===== src/rtl/rf_arb_pkg.sv =====
// Shared types and defaults for the GPR write-port arbiter.
package rf_arb_pkg;

    localparam int RF_ARB_ADDR_W = 5;
    localparam int RF_ARB_DATA_W = 32;

    // Architectural zero register: writes to it are never performed.
    localparam logic [RF_ARB_ADDR_W-1:0] REG_ZERO = 5'd0;

    // One buffered secondary result. live drops when a younger primary
    // write to the same register makes this value obsolete.
    typedef struct packed {
        logic                     live;
        logic [RF_ARB_ADDR_W-1:0] addr;
        logic [RF_ARB_DATA_W-1:0] data;
    } rf_arb_entry_t;

endpackage


===== src/rtl/rf_arb_fifo.sv =====
// In-order circular buffer for secondary write-back results.
// Supports push/pop, a kill-by-address that clears live on matching
// entries, and an age-ordered view (index 0 = head = oldest).
module rf_arb_fifo
    import rf_arb_pkg::*;
#(
    parameter int DEPTH = 2
) (
    input  logic                            clk,
    input  logic                            reset,
    input  logic                            push_i,
    input  rf_arb_entry_t                   push_entry_i,
    input  logic                            pop_i,
    input  logic                            kill_en_i,
    input  logic [RF_ARB_ADDR_W-1:0]        kill_addr_i,
    output logic                            full_o,
    output logic                            empty_o,
    output rf_arb_entry_t [DEPTH-1:0]       view_o,
    output logic [DEPTH-1:0]                view_vld_o
);

    localparam int PTR_W = (DEPTH > 1) ? $clog2(DEPTH) : 1;

    logic [PTR_W-1:0]          wr_ptr_q;
    logic [PTR_W-1:0]          rd_ptr_q;
    logic [PTR_W:0]            count_q;
    rf_arb_entry_t [DEPTH-1:0] mem_q;
    logic                      push_ok_s;
    logic                      pop_ok_s;

    assign full_o    = (count_q == (PTR_W+1)'(DEPTH));
    assign empty_o   = (count_q == {(PTR_W+1){1'b0}});
    assign push_ok_s = push_i && !full_o;
    assign pop_ok_s  = pop_i && !empty_o;

    // Storage, pointers and occupancy; a same-edge push overrides a kill on its slot.
    always_ff @(posedge clk or negedge reset) begin
        if (!reset) begin
            wr_ptr_q <= {PTR_W{1'b0}};
            rd_ptr_q <= {PTR_W{1'b0}};
            count_q  <= {(PTR_W+1){1'b0}};
            mem_q    <= '0;
        end else begin
            for (int i = 0; i < DEPTH; i++) begin
                if (kill_en_i && (mem_q[i].addr == kill_addr_i)) begin
                    mem_q[i].live <= 1'b0;
                end
            end
            if (push_ok_s) begin
                mem_q[wr_ptr_q] <= push_entry_i;
                wr_ptr_q        <= wr_ptr_q + PTR_W'(1);
            end
            if (pop_ok_s) begin
                rd_ptr_q <= rd_ptr_q + PTR_W'(1);
            end
            case ({push_ok_s, pop_ok_s})
                2'b10:   count_q <= count_q + (PTR_W+1)'(1);
                2'b01:   count_q <= count_q - (PTR_W+1)'(1);
                default: count_q <= count_q;
            endcase
        end
    end

    // Age-ordered view of occupied slots starting at the read pointer.
    always_comb begin
        logic [PTR_W-1:0] idx_s;
        idx_s      = {PTR_W{1'b0}};
        view_o     = '0;
        view_vld_o = {DEPTH{1'b0}};
        for (int k = 0; k < DEPTH; k++) begin
            idx_s         = rd_ptr_q + PTR_W'(k);
            view_o[k]     = mem_q[idx_s];
            view_vld_o[k] = ((PTR_W+1)'(k) < count_q);
        end
    end

endmodule


===== src/rtl/rf_write_arbiter.sv =====
// Shares the GPR write port between the in-order write-back stage and a
// buffered secondary (long-latency) requester. Forces a write-back stall
// when the buffered head has been starved, and offers a forwarding view.
// Optional: define RF_ARB_BYPASS_EN to write an aux beat straight through
// when the buffer is empty and the primary side is idle.
module rf_write_arbiter
    import rf_arb_pkg::*;
#(
    parameter int DEPTH        = 2,
    parameter int STARVE_LIMIT = 4,
    parameter int ADDR_W       = RF_ARB_ADDR_W,
    parameter int DATA_W       = RF_ARB_DATA_W
) (
    input  logic              clk,
    input  logic              reset,
    input  logic              wb_we,
    input  logic [ADDR_W-1:0] wb_addr,
    input  logic [DATA_W-1:0] wb_data,
    input  logic              aux_valid,
    output logic              aux_ready,
    input  logic [ADDR_W-1:0] aux_addr,
    input  logic [DATA_W-1:0] aux_data,
    output logic              rf_we,
    output logic [ADDR_W-1:0] rf_addr,
    output logic [DATA_W-1:0] rf_data,
    output logic              stall_req,
    input  logic [ADDR_W-1:0] q_addr,
    output logic              q_hit,
    output logic [DATA_W-1:0] q_data
);

    localparam int CNT_W = $clog2(STARVE_LIMIT + 1);

    logic                      full_s;
    logic                      empty_s;
    rf_arb_entry_t [DEPTH-1:0] view_s;
    logic [DEPTH-1:0]          view_vld_s;
    rf_arb_entry_t             head_s;
    rf_arb_entry_t             push_entry_s;
    logic                      push_fifo_s;
    logic                      pop_s;
    logic                      kill_en_s;
    logic                      starved_s;
    logic                      wb_act_s;
    logic                      accept_s;
    logic                      bypass_s;
    logic [CNT_W-1:0]          cnt_q;
    logic [CNT_W-1:0]          cnt_d;

    assign head_s       = view_s[0];
    assign push_entry_s = '{live: 1'b1, addr: aux_addr, data: aux_data};
    assign aux_ready    = !full_s;
    assign stall_req    = starved_s;

    rf_arb_fifo #(
        .DEPTH (DEPTH)
    ) u_fifo (
        .clk          (clk),
        .reset        (reset),
        .push_i       (push_fifo_s),
        .push_entry_i (push_entry_s),
        .pop_i        (pop_s),
        .kill_en_i    (kill_en_s),
        .kill_addr_i  (wb_addr),
        .full_o       (full_s),
        .empty_o      (empty_s),
        .view_o       (view_s),
        .view_vld_o   (view_vld_s)
    );

    // Port mux, pop/kill/push decisions and next starvation count.
    always_comb begin
        rf_we       = 1'b0;
        rf_addr     = {ADDR_W{1'b0}};
        rf_data     = {DATA_W{1'b0}};
        pop_s       = 1'b0;
        kill_en_s   = 1'b0;
        bypass_s    = 1'b0;
        cnt_d       = cnt_q;
        starved_s   = (cnt_q == CNT_W'(STARVE_LIMIT)) && !empty_s;
        wb_act_s    = wb_we && (wb_addr != REG_ZERO);
        accept_s    = aux_valid && !full_s && reset;

        if (!starved_s && wb_act_s) begin
            rf_we     = 1'b1;
            rf_addr   = wb_addr;
            rf_data   = wb_data;
            kill_en_s = 1'b1;
            // A dead head costs no port slot, so retire it alongside.
            pop_s     = !empty_s && !head_s.live;
        end else if (!empty_s) begin
            pop_s   = 1'b1;
            rf_we   = head_s.live;
            rf_addr = head_s.addr;
            rf_data = head_s.data;
        end else begin
`ifdef RF_ARB_BYPASS_EN
            if (accept_s && (aux_addr != REG_ZERO)) begin
                bypass_s = 1'b1;
                rf_we    = 1'b1;
                rf_addr  = aux_addr;
                rf_data  = aux_data;
            end else begin
                bypass_s = 1'b0;
            end
`else
            bypass_s = 1'b0;
`endif
        end

        // Beats to the zero register complete the handshake but are dropped.
        push_fifo_s = accept_s && (aux_addr != REG_ZERO) && !bypass_s;

        if (empty_s || pop_s) begin
            cnt_d = {CNT_W{1'b0}};
        end else if (cnt_q < CNT_W'(STARVE_LIMIT)) begin
            cnt_d = cnt_q + CNT_W'(1);
        end else begin
            cnt_d = cnt_q;
        end

        if (!reset) begin
            rf_we   = 1'b0;
            rf_addr = {ADDR_W{1'b0}};
            rf_data = {DATA_W{1'b0}};
        end else begin
            rf_we   = rf_we;
        end
    end

    // Starvation counter for the buffered head.
    always_ff @(posedge clk or negedge reset) begin
        if (!reset) begin
            cnt_q <= {CNT_W{1'b0}};
        end else begin
            cnt_q <= cnt_d;
        end
    end

    // Forwarding match: the youngest live entry with the queried address wins.
    always_comb begin
        q_hit  = 1'b0;
        q_data = {DATA_W{1'b0}};
        for (int k = 0; k < DEPTH; k++) begin
            if (view_vld_s[k] && view_s[k].live && (view_s[k].addr == q_addr)
                && (q_addr != REG_ZERO)) begin
                q_hit  = 1'b1;
                q_data = view_s[k].data;
            end else begin
                q_hit  = q_hit;
            end
        end
    end

endmodule


===== config.mk =====
export PLATFORM = sky130hd
export DESIGN_NAME = rf_write_arbiter
export DESIGN_NICKNAME = d
export VERILOG_FILES = /design/src/rtl/rf_arb_pkg.sv /design/src/rtl/rf_arb_fifo.sv /design/src/rtl/rf_write_arbiter.sv
export SDC_FILE = /design/constraint.sdc
export NUM_CORES = 1
export LEC_CHECK = 0
export CAP_MARGIN = 10
export CORE_ASPECT_RATIO = 0.5
export CORE_MARGIN = 2
export CORE_UTILIZATION = 49
export CTS_CLUSTER_DIAMETER = 100
export DETAILED_ROUTE_END_ITERATION = 8
export GPL_TIMING_DRIVEN = 1
export PLACE_DENSITY = 0.81
export REMOVE_ABC_BUFFERS = 1
export SYNTH_ARGS = -nofsm -noshare
export SYNTH_HDL_FRONTEND = slang
export SYNTH_SLANG_ARGS = --single-unit

===== constraint.sdc =====
create_clock -name clk -period 2.8 [get_ports clk]
set_input_delay 0.56 -clock clk [delete_from_list [all_inputs] [get_ports clk]]
set_output_delay 0.56 -clock clk [all_outputs]
set_load 0.02 [all_outputs]

==> reports/summary.json, run 1 <==
{
  "die_width_um": 157,
  "final_hold_viol_count": 0,
  "post_layout_nonfiller_instances": 912,
  "final-max-slew-violation-count": 0,
  "endpoint_kind": "primary output",
  "synth.most_common_cell": "sky130_fd_sc_hd__mux2i_1",
  "failing_checks": "negative setup slack",
  "run_status": "finished, violations left",
  "tritoncts": "yes",
  "rsz_0062_raised_after_global_routing": "yes",
  "cts.clk_slew.worst_paths_ns": 0.06,
  "num_vias": 5474,
  "tns_ns": -18.03,
  "antenna_left": 0,
  "globalRouteTotalUtil_pct": 26.0,
  "placed_cells_incl_taps": 859,
  "tritoncts_num_sinks": 83,
  "grt_remaining_overflow": 0,
  "post-route-util_pct": 79.6,
  "cp_num_buf_inv": 4,
  "finalClockSkew_ns": 0.00600,
  "worst_skew_pair_later_pin_latency_ns": 0.34,
  "drt-vias-per-instance": 6.00,
  "worstSetupPathType": "reg -> out",
  "regToRegStartpoint": "u_fifo.count_q[1]",
  "power.share.sequential_pct": 26.2,
  "worst-slew-pin-transition_ns": 0.609,
  "postSynthCellCount": 532,
  "fin_nets": 852,
  "clk_root_buffer_cell": "sky130_fd_sc_hd__clkbuf_16",
  "initial_core_util_pct": 51.1,
  "synthesis.yosys.warnings": 0,
  "yosys-top-cells-count": "sky130_fd_sc_hd__mux2i_1 (106), sky130_fd_sc_hd__dfrtp_1 (83), sky130_fd_sc_hd__mux2_1 (75)",
  "grt_first_pass_wirelength_um": 25400,
  "drt-initial-drc-count": 334,
  "power.switching_fraction_pct": 41.8,
  "async_flop_share_pct": 100,
  "delay_of_the_slowest_critical_path_stage_ns": 0.49,
  "final.fill_count": 674,
  "power_frac_comb_pct": 59.4,
  "htree_levels": 3,
  "pwr_density_cell_nw_per_um2": 1000,
  "slew_headroom_pct": 59.4,
  "placeableCoreArea_um2": 11100,
  "timing.critical_path.from": "u_fifo.rd_ptr_q",
  "place.port_buffers": 155,
  "synth-edff-count": 0,
  "post_drt_wl_per_cell_um": 22.7,
  "synth-seq-cells": 83,
  "maximum_number_of_pins_on_one_net_before_global_route_repair": 49,
  "setup_ws_ns": -0.624,
  "cp_cell_sequence": "buf_12 > mux2i_1 > xor2_1 > nand4b_1 > nor3b_4 > buf_12 > buf_12 > mux2i_1 > buf_4",
  "antenna_found_initial": 0,
  "timing.critical_path.fanout_max": 8,
  "dp_worst_setup_slack_ns": -0.881,
  "switching_power_mw": 3.72,
  "total_leakage_power_nw": 3.85,
  "critical_path_arrival_ns": 2.86,
  "critical_path.top_delay_family": "buffers and inverters",
  "crit_path_top_delay_cell": "sky130_fd_sc_hd__dfrtp_4",
  "worst_hold_path_type": "in -> async",
  "syn_area_um2": 5700,
  "layout-drive-gt1-share_pct": 32.9,
  "synth_top_flop_cell": "sky130_fd_sc_hd__dfrtp_1",
  "number_of_global_route_vias_before_repair": 5178,
  "postRouteWirelength_um": 20700,
  "cts_bufs_inserted": 9,
  "area_growth_pct": 55.6,
  "ys_seq_area_share_pct": 36.4,
  "placementRows": 27,
  "synthDominantAreaCellType": "sky130_fd_sc_hd__dfrtp_1",
  "clock_tree.buffer_depth": 2,
  "dpl.hpwl_um": 11200,
  "cap_viol_max_count": 0,
  "irDropWorstVdd_mv": 0.674,
  "synthesis.area_per_instance_um2": 10.7,
  "place.gp.congestion": 0.859,
  "crit_required_ns": 2.24,
  "fin_hold_ws_ns": 0.0974,
  "timing.final.crit_period_ns": 3.42,
  "internal-power_mw": 5.19,
  "area_enclosed_by_the_die_boundary_um2": 12600,
  "post-route-drc-count": 0,
  "io-pin-count": 156,
  "cp-start-kind": "flop",
  "reg2reg_slack_ns": 0.38,
  "cts-hold-fix-buffers": 0,
  "num_antenna_cells": 0,
  "power.clock.fraction_pct": 14.5,
  "critPathMostFrequentCell": "sky130_fd_sc_hd__buf_12",
  "synthDistinctLibCells": 37,
  "layout_worst_path_cycle_share_pct": 122,
  "setup_violations": 69,
  "synth.area.top_cells": "sky130_fd_sc_hd__dfrtp_1 (36%), sky130_fd_sc_hd__mux2i_1 (19%), sky130_fd_sc_hd__mux2_1 (15%)",
  "die_height_um": 80.3,
  "dr.pass1.iters": 5,
  "synth_top_area_share_pct": 36.4,
  "fmaxAchievable_ghz": 0.292
}
per-stage QoR:
step / instance area [µm²] / total power [mW]
floorplan: 5440 / 4.96
global placement: 7840 / 6.52
detailed placement: 7840 / 6.67
CTS: 8130 / 7.98
global route: 8870 / 9.34
finish: 8870 / 8.91
area by class of cell:
| type | count | area, µm² | area share, % |
|---|---|---|---|
| clock buffer | 10 | 239 | 2.69 |
| clock inverter | 5 | 77.6 | 0.874 |
| inverter | 10 | 37.5 | 0.423 |
| multi-input combinational | 397 | 3620 | 40.8 |
| sequential | 83 | 2080 | 23.5 |
| tap | 145 | 181 | 2.05 |
| timing repair buffer | 262 | 2630 | 29.7 |
logic make-up after synthesis:
kind of cell               Yosys count  synth area share, %
buffers and inverters               52                 5.27
DFF                                 83                 36.4
AOI/OAI and AO/OA                   50                 5.16
xor gates and xnor gates            23                 3.53
and+or+nand+nor                    135                 14.5
muxes                              183                 33.8
adders and majority gates            6                 1.32
final timing paths:
| check | endpoint | depth (start not counted) |
|---|---|---|
| hold reg to reg | flop | 1 |
| setup / recovery | q_data[8] | 9 |
| min in group clk | flop | 1 |
| max in group asynchronous | u_fifo.rd_ptr_q | 3 |
| hold / removal | async pin | 1 |
| setup reg to reg | u_fifo.count_q[1] | 12 |
routing by layer:
layer  global-route usage, %  vias up  wire length (µm)
met3                    5.34       85              1210
met5                       0        -                 0
met1                    30.4     2757              8340
li1                        -     2373                 -
met2                    48.9      259             10200
met4                    6.97        0               946
power by group through the flow:
stage	combinational (mW)	sequential (mW)	clock, mW
detailed placement	4.39	2.28	0
finish	5.29	2.33	1.29
global route	5.59	2.39	1.36
global placement	4.29	2.23	0
CTS	4.42	2.28	1.28
floorplan	2.60	2.36	0
repair_timing:
action	4_1_cts	5_1_grt
pin swaps	5	24
buffers inserted	3	26
gates resized for setup	305	130
gates cloned	1	10
endpoints found under the setup margin	71	71
layout by cell type (no fill, tap or decap), types with 3 or more instances in the layout:
cell type and instances:
sky130_fd_sc_hd__a21oi_2 12, sky130_fd_sc_hd__nor3_4 6, sky130_fd_sc_hd__nand3b_1 28, sky130_fd_sc_hd__nor3_2 11
sky130_fd_sc_hd__xnor2_1 10, sky130_fd_sc_hd__buf_16 3, sky130_fd_sc_hd__mux2i_2 5, sky130_fd_sc_hd__nand4_1 4
sky130_fd_sc_hd__buf_12 14, sky130_fd_sc_hd__nor2b_1 37, sky130_fd_sc_hd__nand2_1 8, sky130_fd_sc_hd__dfrtp_1 82
sky130_fd_sc_hd__nor3_1 21, sky130_fd_sc_hd__xor2_1 10, sky130_fd_sc_hd__buf_2 9, sky130_fd_sc_hd__inv_1 8
sky130_fd_sc_hd__dlygate4sd2_1 3, sky130_fd_sc_hd__clkdlybuf4s15_2 3, sky130_fd_sc_hd__mux2_1 75, sky130_fd_sc_hd__dlymetal6s2s_1 3
sky130_fd_sc_hd__mux2i_1 97, sky130_fd_sc_hd__buf_4 124, sky130_fd_sc_hd__clkbuf_16 18, sky130_fd_sc_hd__buf_8 4
sky130_fd_sc_hd__buf_6 13, sky130_fd_sc_hd__ha_1 5, sky130_fd_sc_hd__a21oi_1 28, sky130_fd_sc_hd__nand4b_1 4
sky130_fd_sc_hd__clkdlybuf4s50_1 76, sky130_fd_sc_hd__nor2_1 7, sky130_fd_sc_hd__mux2i_4 4
Power figures use the tool's default switching activity.
==> inputs of run 2 (changes only) <==
Settings changed: CORE_UTILIZATION 49 to 50, PLACE_DENSITY 0.81 to 0.82, REMOVE_ABC_BUFFERS 1 to unset, SYNTH_HIERARCHICAL set to 1.
==> reports/summary.json, run 2 <==
{
  "area_enclosed_by_the_die_boundary_um2": 12900,
  "worst_hold_path_type": "in -> async",
  "die_width_um": 158,
  "postSynthCellCount": 533,
  "rr_worst_depth": 14,
  "regToRegStartpoint": "u_fifo/count_q[0]",
  "drt-vias-per-instance": 6.14,
  "synthesis.area_per_instance_um2": 11.2,
  "cts_bufs_inserted": 9,
  "synth.area.top_cells": "sky130_fd_sc_hd__dfrtp_1 (35%), sky130_fd_sc_hd__mux2_2 (30%), sky130_fd_sc_hd__nand3b_1 (4.9%)",
  "synthDominantAreaCellType": "sky130_fd_sc_hd__dfrtp_1",
  "clk_root_buffer_cell": "sky130_fd_sc_hd__clkbuf_16",
  "place.gp.congestion": 0.827,
  "htree_levels": 3,
  "area_growth_pct": 56.0,
  "dp_worst_setup_slack_ns": -0.698,
  "drt-initial-drc-count": 461,
  "post_drt_wl_per_cell_um": 24.6,
  "synthesis.yosys.warnings": 6,
  "layout-drive-gt1-share_pct": 54.3,
  "final-max-slew-violation-count": 0,
  "reg2reg_capture_point": "u_fifo/count_q[1]",
  "failing_checks": "negative setup slack",
  "critical_path_arrival_ns": 2.71,
  "antenna_left": 0,
  "worst_skew_pair_later_pin_latency_ns": 0.35,
  "crit_required_ns": 2.24,
  "synth-seq-cells": 83,
  "fin_hold_ws_ns": 0.0370,
  "synth_top_area_share_pct": 34.9,
  "clock_tree.buffer_depth": 2,
  "finish.instance_area_um2": 9300,
  "fmaxAchievable_ghz": 0.306,
  "post-route-drc-count": 0,
  "placed_area_um2": 8170,
  "timing.final.crit_period_ns": 3.27,
  "post-route-util_pct": 79.4,
  "placed_cells_incl_taps": 885,
  "globalRouteTotalUtil_pct": 28.8,
  "total_leakage_power_nw": 4.30,
  "die_height_um": 81.2,
  "pwr_density_cell_nw_per_um2": 977,
  "tritoncts_num_sinks": 83,
  "maximum_number_of_pins_on_one_net_before_global_route_repair": 66,
  "placeableCoreArea_um2": 11700,
  "async_flop_share_pct": 100,
  "post_layout_nonfiller_instances": 933,
  "antenna_found_initial": 0,
  "ys_seq_area_share_pct": 34.9,
  "synthDistinctLibCells": 41,
  "cts.clk_slew.worst_paths_ns": 0.06,
  "layout_common_cells": "sky130_fd_sc_hd__mux2_2 (134), sky130_fd_sc_hd__buf_4 (96), sky130_fd_sc_hd__dfrtp_1 (82)",
  "setup_violations": 63,
  "placementRows": 28,
  "run_status": "finished, violations left",
  "timing.critical_path.fanout_max": 7,
  "worstSetupPathType": "reg -> out",
  "grt_first_pass_wirelength_um": 28200,
  "irDropWorstVdd_mv": 0.510,
  "grt_remaining_overflow": 0,
  "setup_ws_ns": -0.466,
  "endpoint_kind": "primary output",
  "syn_area_um2": 5960,
  "tns_ns": -14.29,
  "postRouteWirelength_um": 23000,
  "rsz_0062_raised_after_global_routing": "yes",
  "cap_viol_max_count": 0,
  "tritoncts": "yes",
  "initial_core_util_pct": 50.9,
  "dr.pass1.iters": 5,
  "fin_nets": 852,
  "num_antenna_cells": 0,
  "cp-start-kind": "flop",
  "synth-edff-count": 0,
  "reg2reg_slack_ns": 0.17,
  "dpl.hpwl_um": 11100,
  "p_total_mw": 9.09,
  "number_of_global_route_vias_before_repair": 5487,
  "place.port_buffers": 155,
  "io-pin-count": 156,
  "synth_top_flop_cell": "sky130_fd_sc_hd__dfrtp_1",
  "layout_commonest_cell": "sky130_fd_sc_hd__mux2_2",
  "finalClockSkew_ns": 0.00657,
  "yosys-top-cells-count": "sky130_fd_sc_hd__mux2_2 (158), sky130_fd_sc_hd__dfrtp_1 (83), sky130_fd_sc_hd__nand2_1 (41)",
  "synth.most_common_cell": "sky130_fd_sc_hd__mux2_2",
  "layout_worst_path_cycle_share_pct": 117,
  "final_hold_viol_count": 0,
  "num_vias": 5727
}
run 2: cell types whose count changed after synthesis, sizes merged, moves of 34 or more:
| cell | change |
|---|---|
| a21oi | -37 |
| nor2b | -34 |
| a21boi | +38 |
| mux2 | +105 |
| nor3 | -34 |
| mux2i | -103 |
run 2: cell type report:
type                       instances  area, µm²
clock buffer                       9        225
clock inverter                     7        100
fill                             650       2400
inverter                          12       71.3
multi-input combinational        398       3920
sequential                        83       2080
tap                              165        206
timing repair buffer             259       2700
run 2: kinds of logic after synthesis:
kind of cell               count (synthesis)  share of synthesized area, %
AOI/OAI and AO/OA                         47                          6.49
xor gates and xnor gates                  22                          3.23
adders and majority gates                  6                          1.26
buffers and inverters                     53                          5.12
DFF                                       83                          34.9
muxes                                    185                          35.5
other                                      1                        0.0629
and+or+nand+nor                          136                          13.5
run 2: report_power, final:
part	internal (mW)	leakage, nW	switching (mW)
Sequential	1.80	0.996	0.525
Clock	0.788	0.160	0.542
Combinational	2.96	3.14	2.46
run 2: critical path, cell delays in order (launching register included):
cell and delay [ns]:
sky130_fd_sc_hd__dfrtp_2 0.42, sky130_fd_sc_hd__buf_12 0.13, sky130_fd_sc_hd__buf_8 0.12, sky130_fd_sc_hd__mux2_4 0.34, sky130_fd_sc_hd__xor2_4 0.20, sky130_fd_sc_hd__nor4_4 0.28
sky130_fd_sc_hd__buf_6 0.21, sky130_fd_sc_hd__buf_12 0.14, sky130_fd_sc_hd__and3_1 0.18, sky130_fd_sc_hd__mux2_2 0.19, sky130_fd_sc_hd__buf_6 0.12
run 2: worst max-delay path by stage:
stage | startpoint | cells past startpoint | to | slack, ns
floorplan | u_fifo/rd_ptr_q | 8 | q_data[12] | 0.01
global placement | wb_addr[1] | 7 | rf_data[10] | -0.66
detailed placement | wb_addr[1] | 7 | rf_data[9] | -0.70
CTS | u_fifo/rd_ptr_q | 10 | q_data[23] | -0.50
global route | u_fifo/rd_ptr_q | 10 | q_data[25] | -0.55
finish | u_fifo/rd_ptr_q | 10 | q_data[25] | -0.47
run 2: timing repair:
action / 4_1_cts / 5_1_grt
hold buffers: 0 / 0
buffers inserted: 14 / 8
cloned: 6 / 5
setup endpoints to repair: 73 / 71
pin swaps: 11 / 33
gates resized for setup: 449 / 121
run 2: per-layer routing:
| layer | vias up | global-route usage (%) | part of all wire [%] |
|---|---|---|---|
| li1 | 2366 | - | - |
| met1 | 2846 | 34.2 | 38 |
| met2 | 374 | 52.7 | 49 |
| met3 | 141 | 5.39 | 7.5 |
| met4 | 0 | 11.0 | 6.0 |
| met5 | - | 0 | 0 |
==> inputs of run 3 (changes only) <==
Settings changed: ABC_AREA set to 0.
==> results of run 3 <==
The final DEF is identical to that of run 2; final timing and power are the same.
